==> src/rtl/mmio_uart_tx.sv <==
// rtl/mmio_uart_tx.sv - memory-mapped 8N1 UART transmitter with TX FIFO
module mmio_uart_tx #(
    parameter int          CLKS_PER_BIT = 16,
    parameter int          FIFO_DEPTH   = 4,
    parameter logic [31:0] BASE_ADDR    = 32'h10010400
) (
    input  logic        clk,
    input  logic        reset,
    input  logic [31:0] address_i,
    input  logic [31:0] write_data_i,
    input  logic        mem_write_i,
    input  logic        mem_read_i,
    output logic [31:0] read_data_o,
    output logic        hit_o,
    output logic        tx_o,
    output logic        busy_o
);

    localparam int              AW       = $clog2(FIFO_DEPTH);
    localparam int              CW       = $clog2(CLKS_PER_BIT);
    localparam logic [CW-1:0]   LAST_CLK = CW'(CLKS_PER_BIT - 1);
    localparam logic [AW:0]     DEPTH    = (AW + 1)'(FIFO_DEPTH);

    typedef enum logic [1:0] {S_IDLE, S_START, S_DATA, S_STOP} state_t;

    state_t          state_q, state_d;
    logic [CW-1:0]   clk_cnt_q, clk_cnt_d;
    logic [2:0]      bit_idx_q, bit_idx_d;
    logic [7:0]      shift_q, shift_d;
    logic            tx_q, tx_d;
    logic            pop;

    logic [7:0]      fifo_mem [FIFO_DEPTH];
    logic [AW-1:0]   wr_ptr, rd_ptr;
    logic [AW:0]     count;
    logic            overflow;

    logic            sel_data, sel_status;
    logic            full, empty;
    logic            push_req, push_ok, clr_ovf;
    logic            unused_data_bits;

    assign sel_data   = (address_i == BASE_ADDR);
    assign sel_status = (address_i == BASE_ADDR + 32'd4);
    assign hit_o      = (sel_data | sel_status) & (mem_read_i | mem_write_i);

    assign full     = (count == DEPTH);
    assign empty    = (count == '0);
    // A pop on the same edge frees a slot, so a full FIFO can still take a byte.
    assign push_req = sel_data & mem_write_i;
    assign push_ok  = push_req & (~full | pop);
    assign clr_ovf  = sel_status & mem_write_i & write_data_i[0];

    assign unused_data_bits = ^write_data_i[31:8];

    assign tx_o   = tx_q;
    assign busy_o = ~empty | (state_q != S_IDLE);

    // Status readback, valid in the same cycle as the load.
    always_comb begin
        read_data_o = '0;
        if (mem_read_i && sel_status) begin
            read_data_o[0]   = full;
            read_data_o[1]   = empty;
            read_data_o[2]   = (state_q != S_IDLE);
            read_data_o[3]   = overflow;
            read_data_o[7:4] = 4'(count);
        end
    end

    // FIFO storage; contents need no reset since count gates every read.
    always_ff @(posedge clk) begin
        if (push_ok) begin
            fifo_mem[wr_ptr] <= write_data_i[7:0];
        end
    end

    // FIFO pointers, occupancy and the sticky overflow flag.
    always_ff @(posedge clk) begin
        if (reset) begin
            wr_ptr   <= '0;
            rd_ptr   <= '0;
            count    <= '0;
            overflow <= 1'b0;
        end else begin
            if (push_ok) begin
                wr_ptr <= wr_ptr + 1'b1;
            end
            if (pop) begin
                rd_ptr <= rd_ptr + 1'b1;
            end
            case ({push_ok, pop})
                2'b10:   count <= count + 1'b1;
                2'b01:   count <= count - 1'b1;
                default: count <= count;
            endcase
            if (push_req && !push_ok) begin
                overflow <= 1'b1;
            end else if (clr_ovf) begin
                overflow <= 1'b0;
            end
        end
    end

    // Serializer next-state: frame timing, FIFO pop and next tx level.
    always_comb begin
        state_d   = state_q;
        clk_cnt_d = clk_cnt_q;
        bit_idx_d = bit_idx_q;
        shift_d   = shift_q;
        pop       = 1'b0;
        case (state_q)
            S_IDLE: begin
                if (!empty) begin
                    pop       = 1'b1;
                    shift_d   = fifo_mem[rd_ptr];
                    state_d   = S_START;
                    clk_cnt_d = '0;
                end
            end
            S_START: begin
                if (clk_cnt_q == LAST_CLK) begin
                    state_d   = S_DATA;
                    clk_cnt_d = '0;
                    bit_idx_d = '0;
                end else begin
                    clk_cnt_d = clk_cnt_q + 1'b1;
                end
            end
            S_DATA: begin
                if (clk_cnt_q == LAST_CLK) begin
                    clk_cnt_d = '0;
                    shift_d   = {1'b0, shift_q[7:1]};
                    if (bit_idx_q == 3'd7) begin
                        state_d = S_STOP;
                    end else begin
                        bit_idx_d = bit_idx_q + 1'b1;
                    end
                end else begin
                    clk_cnt_d = clk_cnt_q + 1'b1;
                end
            end
            S_STOP: begin
                if (clk_cnt_q == LAST_CLK) begin
                    clk_cnt_d = '0;
                    // Chain straight into the next start bit when data waits.
                    if (!empty) begin
                        pop     = 1'b1;
                        shift_d = fifo_mem[rd_ptr];
                        state_d = S_START;
                    end else begin
                        state_d = S_IDLE;
                    end
                end else begin
                    clk_cnt_d = clk_cnt_q + 1'b1;
                end
            end
            default: state_d = S_IDLE;
        endcase
        case (state_d)
            S_START: tx_d = 1'b0;
            S_DATA:  tx_d = shift_d[0];
            default: tx_d = 1'b1;
        endcase
    end

    // Serializer registers; tx comes straight from a flop so it never glitches.
    always_ff @(posedge clk) begin
        if (reset) begin
            state_q   <= S_IDLE;
            clk_cnt_q <= '0;
            bit_idx_q <= '0;
            shift_q   <= '0;
            tx_q      <= 1'b1;
        end else begin
            state_q   <= state_d;
            clk_cnt_q <= clk_cnt_d;
            bit_idx_q <= bit_idx_d;
            shift_q   <= shift_d;
            tx_q      <= tx_d;
        end
    end

endmodule

==> config.mk <==
export PLATFORM = sky130hd
export DESIGN_NAME = mmio_uart_tx
export DESIGN_NICKNAME = d
export VERILOG_FILES = /design/src/rtl/mmio_uart_tx.sv
export SDC_FILE = /design/constraint.sdc
export NUM_CORES = 1
export LEC_CHECK = 0
export CAP_MARGIN = 20
export CORE_AREA = 2 2 82 84
export DETAILED_ROUTE_END_ITERATION = 8
export DIE_AREA = 0 0 84 86
export PLACE_DENSITY = 0.85
export SYNTH_ARGS = -nofsm -noshare
export SYNTH_HDL_FRONTEND = slang
export SYNTH_SLANG_ARGS = --single-unit
export TNS_END_PERCENT = 100
==> constraint.sdc <==
create_clock -name clk -period 7.35 [get_ports clk]
set_input_delay 1.47 -clock clk [delete_from_list [all_inputs] [get_ports clk]]
set_output_delay 1.47 -clock clk [all_outputs]
set_load 0.1 [all_outputs]
==> qor.yml, run 1 <==
timing:
  period_minus_slack_ns: 5.79
  rsz0062_at_grt: "false"
  fin_crit_sh_pct: 78.8
  worst_pin_slew_ns: 0.976
  setup_tns_ns: 0
  setup_viol: 0
  slew_viol_final: 0
  final_hold_viol_count: 0
  skew_ns: 0.00673
  relSlewSlack_pct: 34.7
  max_clock_freq_mhz: 173
floorplan:
  start_util_pct: 49.5
  die_w_um: 84
  rows: 29
  coreArea_um2: 6280
  die_y_um: 86
  dieArea_um2: 7220
  ios: 103
yosys:
  yosysWarnings: 0
  async_reset_ff_share_pct: 0
  ys_ff_latch: 60
  synth_edf_count: 32
  synth_top_cell_by_area: "edfxtp_1"
  ys_seq_area_share_pct: 49.0
  synth_top_area_share_pct: 30.9
  netlist_instances: 287
  synthFlopType: "edfxtp_1"
  synthesis.area_um2: 3110
  yosysUniqueCellTypes: 46
  synth_area_per_cell_um2: 10.8
  synthTopCellsByArea: "edfxtp_1 (31%), dfxtp_1 (18%), buf_4 (6.3%), mux4_2 (5.8%), ha_1 (5.2%)"
min_path:
  hold_depth: 2
  min_path_type: "reg -> reg"
cts:
  tritoncts: "yes"
  clock_latency_ns: 0.34
  post_cts_buffers: 0
  ctsHoldBuffers: 0
  numClockSinks: 60
  cts_buffer_depth: 2
  htree_levels: 3
  ctsResizeCount: 0
  cts_inserted_buffers: 9
  clk_pin_slew_worst_paths_ns: 0.07
  root_buffer: "clkbuf_8"
final_layout:
  drive_gt1_share_pct: 9.30
  diodes: 0
  nNetsFinal: 421
  final_common_cell: "clkdlybuf4s50_1"
  final_cell_mix: "clkdlybuf4s50_1 (53), edfxtp_1 (32), nor2_1 (28), dfxtp_1 (28), conb_1 (25)"
  area_delta_synth_final_pct: 21.9
  layoutNonFillerInstCount: 421
worst_setup_path:
  required_ns: 5.88
  path_max_fanout: 7
  worstSetupEndpointType: "output pin"
  crit_type: "in -> out"
  ff2ff_path_depth: 12
  cp_data_arrival_time_ns: 4.32
  cp-start-kind: "input pin"
detailed_routing:
  drc: 0
  routed_wl_mm: 5.65
  drtPass1Iterations: 4
  post_drt_wl_per_cell_um: 13.4
  avgViaCountPerCell: 5.28
  vias: 2222
  first_iter_violations: 110
  ant_nets: 0
global_routing:
  grt_pass1_wl_mm: 9.44
  grt_usage_pct: 16.7
  overflow: 0
  antenna_found_initial: 0
  grt_pass1_vias: 2128
  grt_max_degree: 24
placement:
  portBuffers: 53
  gp_congestion: 0.810
  dp_hpwl_mm: 4.13
  placedCellCount: 405
run_status:
  outcome: "finished, final reports clean"
power:
  p_per_area_nw_per_um2: 194
  peakVddDrop_mv: 0.195
  power_leakage_nw: 1.33
run:
  maxCapViolCount: 0
-- area by class of cell --
cell class / count / area, um2
clock buffer: 9 / 124
timing repair buffer: 53 / 531
fill: 500 / 2490
clock inverter: 7 / 76.3
inverter: 12 / 45.0
tap: 77 / 96.3
multi-input combinational: 203 / 1400
sequential: 60 / 1520
-- worst paths after layout --
path,from,to,slack (ns)
min,bit_idx_q[1],bit_idx_q[1],0.46
min reg2reg,bit_idx_q[1],bit_idx_q[1],0.46
max reg2reg,state_q[1],count[2],4.22
max,address_i[17],read_data_o[0],1.56
-- Yosys cell counts (2+ instances only) --
master,count
nor2_1,28
xnor2_1,2
xor2_1,3
nand4_1,5
mux4_2,8
clkbuf_1,8
a211oi_1,8
nor4b_1,4
or3_1,2
buf_4,26
o21ai_0,7
ha_1,13
nand2_1,16
edfxtp_1,32
inv_1,12
buf_2,2
nor4_1,5
a21o_1,2
and2_1,12
nand3_1,2
a31oi_1,3
and3_1,4
a21oi_1,20
nor3_1,14
dfxtp_1,28
-- metal layers --
metal	part of all wire [%]	routed length (um)	vias up	GRT usage [%]
met4	1.2	68	0	7.77
met5	0	0	-	0
met3	6.4	360	8	5.00
li1	-	-	1094	-
met1	40	2260	1022	18.9
met2	52	2960	98	29.1
-- logic make-up (layout without fill, tap and decap cells) --
group,Yosys count,in the layout,synth area share (%)
compound gates,47,47,10.4
buf+inv,48,81,9.02
mux,9,9,6.12
fa+ha+maj,14,14,5.88
flops,60,60,49.0
other cells,1,25,0.121
simple gates,103,103,18.1
xor+xnor,5,5,1.41
-- critical path, cell delays in order --
cell	delay (ns)
clkdlybuf4s50_1	0.41
nor4b_1	0.32
nand4_1	0.22
nor2_1	0.28
and3_1	0.29
and3_1	0.19
clkdlybuf4s50_1	1.13
-- where the power goes --
part | switching [mW] | internal (mW) | leakage, nW
Clock | 0.138 | 0.158 | 0.0958
Combinational | 0.0638 | 0.0211 | 0.719
Sequential | 0.000000000700 | 0.352 | 0.513
Total | 0.202 | 0.531 | 1.33
-- per-stage QoR --
stage / util (%) / instance area (um2) / hold slack [ns] / setup slack [ns] / power, mW
6_report: 60.4 / 3790 / 0.460 / 1.56 / 0.733
5_1_grt: 60.4 / 3790 / 0.493 / 1.29 / 0.758
4_1_cts: 60.4 / 3790 / 0.462 / 1.55 / 0.740
3_5_place_dp: 57.2 / 3590 / 0.452 / 1.56 / 0.444
3_3_place_gp: 57.2 / 3590 / 0.443 / 1.62 / 0.443
2_1_floorplan: - / 3200 / 0.436 / 2.11 / 0.429
-- sequential cells by signal, summed over array words and instances (netlist names), 2 cells and up, named ones only --
signal     flops
bit_idx_q      3
clk_cnt_q      4
count          3
fifo_mem      32
rd_ptr         2
shift_q        8
state_q        2
wr_ptr         2
Note: power is estimated with default switching activity, not from simulation.
==> run 2: changes to the inputs <==
CORE_AREA = 2 2 86 88   (was 2 2 82 84)
DIE_AREA = 0 0 88 90   (was 0 0 84 86)
PLACE_DENSITY = 0.78   (was 0.85)
clock period = 5.68 ns   (was 7.35 ns; I/O delays follow)
==> run 2 against run 1 <==
Global-route usage down 1.3 points. First-iteration DRC count is 3.6% higher. Cell count grew 5.2%. Count of clock-buffer cells in the layout increased by 1. Sequential power increased by 30%. Cell area is 1.2% higher. Worst hold slack better by 0.0033 ns. Via count down 0.14%. Critical path type unchanged. Critical endpoint unchanged. Largest power group is now the clock network.
==> qor.yml, run 2 (synthesized netlist as in run 1, its figures left out) <==
final_layout:
  fin_util_pct: 54.6  # -5.7 points
  final-seq-area_um2: 1520  # unchanged
  final_cell_mix: "clkdlybuf4s50_1 (45), edfxtp_1 (32), nor2_1 (28), dfxtp_1 (28), conb_1 (25)"
  largest_reg_flops: 32  # unchanged
  layoutNonFillerInstCount: 443  # +5.2%
  biggestRegsByFlops: "fifo_mem: 32 flops, shift_q: 8 flops, clk_cnt_q: 4 flops"
  final_common_cell: "clkdlybuf4s50_1"
  drive_gt1_share_pct: 11.3  # +2.0 points
  multi_input_area_um2: 1400  # unchanged
  area_delta_synth_final_pct: 23.4
  nNetsFinal: 421  # unchanged
  diodes: 0  # unchanged
  regMostFlops: "fifo_mem"
  n_fill_cell: 606  # +21%
  final_area_um2: 3830  # +1.2%
worst_setup_path:
  cpPeakStageDelay_ns: 0.40  # -0.73 ns
  cp_data_arrival_time_ns: 3.12  # -1.20 ns
  crit_type: "in -> out"
  crit_buf_inv: 2  # unchanged
  cp_common_cell: "and3_1"
  cp_cell_sequence: "clkdlybuf4s50_1 > nor4b_1 > nand4_1 > nor2_1 > and3_1 > and3_1 > buf_4"
  path_max_fanout: 7  # unchanged
  cp-start-kind: "input pin"
  crit_slowest_cell: "clkdlybuf4s50_1"
  worstSetupEndpointType: "output pin"
  path_delay_family: "simple AND/OR/NAND/NOR gates"
  required_ns: 4.54  # -1.34 ns
detailed_routing:
  ant_nets: 0  # unchanged
  routed_wl_mm: 5.74  # +1.6%
  vias: 2219  # -0.14%
  avgViaCountPerCell: 5.01  # -5.1%
  post_drt_wl_per_cell_um: 13.0  # -3.5%
  drtPass1Iterations: 4  # unchanged
  first_iter_violations: 114  # +3.6%
  drc: 0  # unchanged
placement:
  gp_congestion: 0.813  # +0.33%
  placedCellCount: 427  # +5.4%
  portBuffers: 53  # unchanged
  dp_hpwl_mm: 4.20  # +1.7%
  placed_area_um2: 3600  # +0.21%
  dp_slack_ns: 1.38  # -0.180 ns
cts:
  cts_inserted_buffers: 9  # unchanged
  numClockSinks: 60  # unchanged
  ctsResizeCount: 0  # unchanged
  post_cts_buffers: 0  # unchanged
  clk_pin_slew_worst_paths_ns: 0.07  # about the same
  tritoncts: "yes"
  htree_levels: 3  # unchanged
  clock_latency_ns: 0.33  # about the same
  cts_buffer_depth: 2  # unchanged
  root_buffer: "clkbuf_8"
  ctsHoldBuffers: 0  # unchanged
run_status:
  outcome: "finished, final reports clean"
timing:
  skew_ns: 0.00752  # +0.000790 ns
  relSlewSlack_pct: 35.6  # +0.90 points
  final_hold_viol_count: 0  # unchanged
  slew_viol_final: 0  # unchanged
  fin_crit_sh_pct: 74.9
  whs_ns: 0.463  # +0.00327 ns
  setup_slack_ns: 1.42  # -0.132 ns
  period_minus_slack_ns: 4.26
  rsz0062_at_grt: "false"
  worst_pin_slew_ns: 0.963  # -0.0135 ns
  setup_viol: 0  # unchanged
  max_clock_freq_mhz: 235
  setup_tns_ns: 0  # unchanged
global_routing:
  grt_max_degree: 24  # unchanged
  grt_pass1_wl_mm: 9.54  # +1.1%
  grt_usage_pct: 15.4  # -1.3 points
  grt_pass1_vias: 2140  # +0.56%
  antenna_found_initial: 0  # unchanged
  overflow: 0  # unchanged
floorplan:
  start_util_pct: 44.3  # -5.2 points
  die_y_um: 90  # +4.7%
  ios: 103  # unchanged
  coreArea_um2: 7020  # +12%
  rows: 31  # +6.9%
  die_w_um: 88  # +4.8%
  dieArea_um2: 7920  # +9.6%
power:
  power_mw: 1.03  # +40%
  p_per_area_nw_per_um2: 268  # +38%
  peakVddDrop_mv: 0.226  # +16%
  power_leakage_nw: 1.37  # +2.8%
min_path:
  min_path_type: "reg -> reg"
run:
  maxCapViolCount: 0  # unchanged
run 2: cell count changes in the layout (fill, tap and decap cells not counted):
| cell | change |
|---|---|
| clkbuf_1 | +1 |
| bufinv_16 | +2 |
| clkdlybuf4s50_1 | -8 |
| buf_4 | +8 |
| clkinvlp_4 | -1 |
| clkinv_4 | -2 |
run 2: cell type report:
| class | count | area share, % |
|---|---|---|
| clock buffers | 10 | 3.33 |
| repair buffers | 53 | 13.3 |
| well taps | 99 | 3.23 |
| clock inverters | 6 | 2.90 |
| inverters | 12 | 1.17 |
| multi-input cells | 203 | 36.4 |
| flip-flops and latches | 60 | 39.7 |
run 2: final timing paths:
| path | start | end | slack (ns) | depth (start not counted) |
|---|---|---|---|---|
| max reg2reg | state_q[1] | count[2] | 2.55 | 12 |
| min | bit_idx_q[2] | bit_idx_q[2] | 0.46 | 2 |
| min reg2reg | bit_idx_q[2] | bit_idx_q[2] | 0.46 | 2 |
| max | address_i[17] | read_data_o[0] | 1.42 | 7 |
run 2: worst register-to-register path: cells and delay by family, from the launching register on:
| family | cells | cell delay (ns) |
|---|---|---|
| adders and majority gates | 3 | 0.82 |
| AOI/OAI and AO/OA | 3 | 0.74 |
| DFF | 1 | 0.49 |
| and+or+nand+nor | 2 | 0.57 |
| buffers and inverters | 3 | 0.26 |
| xor gates and xnor gates | 1 | 0.16 |
run 2: layer usage:
metal / up-vias / track usage, % / part of all wire [%]
met5: - / 0 / 0
met3: 8 / 3.76 / 4.8
met4: 0 / 5.64 / 1.3
li1: 1095 / - / -
met2: 65 / 27.0 / 52
met1: 1051 / 17.8 / 42
run 2: where the power goes:
| part | switching (mW) | internal, mW | total, mW |
|---|---|---|---|
| clock network | 0.169 | 0.292 | 0.461 |
| registers | 0.000000000901 | 0.456 | 0.456 |
| logic | 0.0825 | 0.0273 | 0.110 |
==> run 3: changes to the inputs <==
clock period = 4.3 ns   (was 5.68 ns; I/O delays follow)
==> run 3 against run 2 <==
Combinational power is 32% higher. Cell area grew 1.4%. Count of clock-buffer cells in the layout fell by 1. Critical endpoint is now read_data_o[2]. Highest routed layer unchanged. Non-clock buffer count grew 1. Flip-flop and latch count is the same.
==> qor.yml, run 3 (synthesized netlist as in run 1, its figures left out) <==
global_routing:
  grt_max_degree: 24  # unchanged
  grt_use_met2_pct: 25.5  # -1.5 points
  groute.layer.met1.usage_pct: 18.0  # +0.19 points
  overflow: 0  # unchanged
  grt.met3_usage_pct: 5.69  # +1.9 points
  antenna_found_initial: 0  # unchanged
  grt_pass1_wl_mm: 9.50  # -0.43%
  grt_pass1_vias: 2113  # -1.3%
  grt_usage_pct: 15.4  # about the same
  busiest_layer: "met2"
timing:
  slew_viol_final: 0  # unchanged
  fin_crit_sh_pct: 86.2
  whs_ns: 0.461  # -0.00260 ns
  setup_viol: 0  # unchanged
  max_clock_freq_mhz: 270
  relSlewSlack_pct: 36.0  # +0.38 points
  skew_ns: 0.00901  # +0.00148 ns
  setup_tns_ns: 0  # unchanged
  period_minus_slack_ns: 3.71
  worst_pin_slew_ns: 0.957  # -0.00571 ns
  final_hold_viol_count: 0  # unchanged
  setup_slack_ns: 0.593  # -0.832 ns
  rsz0062_at_grt: "false"
final_layout:
  regMostFlops: "fifo_mem"
  nNetsFinal: 422  # +0.24%
  final_area_um2: 3890  # +1.4%
  biggestRegsByFlops: "fifo_mem: 32 flops, shift_q: 8 flops, clk_cnt_q: 4 flops"
  largest_reg_flops: 32  # unchanged
  area_delta_synth_final_pct: 25.1
  layoutNonFillerInstCount: 444  # +0.23%
  fin_util_pct: 55.4  # +0.75 points
  final_cell_mix: "clkdlybuf4s50_1 (44), edfxtp_1 (32), nor2_1 (28), dfxtp_1 (28), conb_1 (25)"
  drive_gt1_share_pct: 12.2  # +0.84 points
  diodes: 0  # unchanged
  multi_input_area_um2: 1400  # unchanged
  final_common_cell: "clkdlybuf4s50_1"
  final-seq-area_um2: 1520  # unchanged
  n_fill_cell: 582  # -4.0%
worst_setup_path:
  crit_buf_inv: 2  # unchanged
  crit_type: "in -> out"
  required_ns: 3.44  # -1.10 ns
  path_delay_family: "simple AND/OR/NAND/NOR gates"
  cpPeakStageDelay_ns: 0.40  # about the same
  cp_data_arrival_time_ns: 2.85  # -0.27 ns
  cp-start-kind: "input pin"
  crit_slowest_cell: "clkdlybuf4s50_1"
  cp_cell_sequence: "clkdlybuf4s50_1 > nor4b_1 > nand4_1 > nor2_1 > and3_1 > nor2b_1 > buf_12"
  path_max_fanout: 7  # unchanged
  worstSetupEndpointType: "output pin"
detailed_routing:
  post_drt_wl_per_cell_um: 12.8  # -1.1%
  drtPass1Iterations: 4  # unchanged
  vias: 2232  # +0.59%
  ant_nets: 0  # unchanged
  drc: 0  # unchanged
  routed_wl_mm: 5.69  # -0.92%
  avgViaCountPerCell: 5.03  # +0.36%
  first_iter_violations: 137  # +20%
floorplan:
  rows: 31  # unchanged
  die_w_um: 88  # unchanged
  start_util_pct: 44.3  # unchanged
  coreArea_um2: 7020  # unchanged
  dieArea_um2: 7920  # unchanged
  ios: 103  # unchanged
  die_y_um: 90  # unchanged
cts:
  ctsHoldBuffers: 0  # unchanged
  ctsResizeCount: 0  # unchanged
  numClockSinks: 60  # unchanged
  root_buffer: "clkbuf_8"
  tritoncts: "yes"
  htree_levels: 3  # unchanged
  post_cts_buffers: 0  # unchanged
  clock_latency_ns: 0.34  # about the same
  clk_pin_slew_worst_paths_ns: 0.07  # about the same
  cts_inserted_buffers: 9  # unchanged
  cts_buffer_depth: 2  # unchanged
min_path:
  min_path_type: "reg -> reg"
placement:
  placed_area_um2: 3690  # +2.6%
  dp_hpwl_mm: 4.32  # +2.8%
  dp_slack_ns: 0.561  # -0.818 ns
  portBuffers: 53  # unchanged
  placedCellCount: 428  # +0.23%
  gp_congestion: 0.826  # +1.7%
power:
  power_mw: 1.25  # +22%
  power_leakage_nw: 1.38  # +0.88%
  peakVddDrop_mv: 0.268  # +19%
  p_per_area_nw_per_um2: 323  # +20%
run:
  maxCapViolCount: 0  # unchanged
run_status:
  outcome: "finished, final reports clean"
==> run 3: cell type report <==
cell class	instances	share of cell area [%]
Timing Repair Buffer	54	15.5
Sequential cell	60	39.1
Inverter	12	1.16
Multi-Input combinational cell	203	35.9
Clock buffer	9	3.19
Clock inverter	7	1.93
Tap cell	99	3.19
==> run 3: report_power, final <==
part | total (mW) | internal [mW] | switching, mW
Sequential | 0.602 | 0.602 | 0.00000000114
Clock | 0.507 | 0.271 | 0.236
Combinational | 0.145 | 0.0361 | 0.109
==> run 3: final timing paths <==
check | from | end | slack [ns] | depth (start not counted)
worst max register to register | state_q[1] | count[2] | 1.18 | 12
worst min-delay path | bit_idx_q[2] | bit_idx_q[2] | 0.46 | 2
worst max-delay path | address_i[17] | read_data_o[2] | 0.59 | 7
worst min register to register | bit_idx_q[2] | bit_idx_q[2] | 0.46 | 2
==> run 3: layer usage <==
layer | wire (um) | part of all wire, %
met5 | 0 | 0
met2 | 3080 | 54
met3 | 329 | 5.8
met4 | 79 | 1.4
met1 | 2200 | 39
==> run 3: worst register-to-register path: cells and delay by family, from the launching register on <==
kind	cells	cell delay (ns)
compound gates	3	0.76
xor+xnor	1	0.16
fa+ha+maj	3	0.80
buf+inv	3	0.25
flops	1	0.47
simple gates	2	0.58
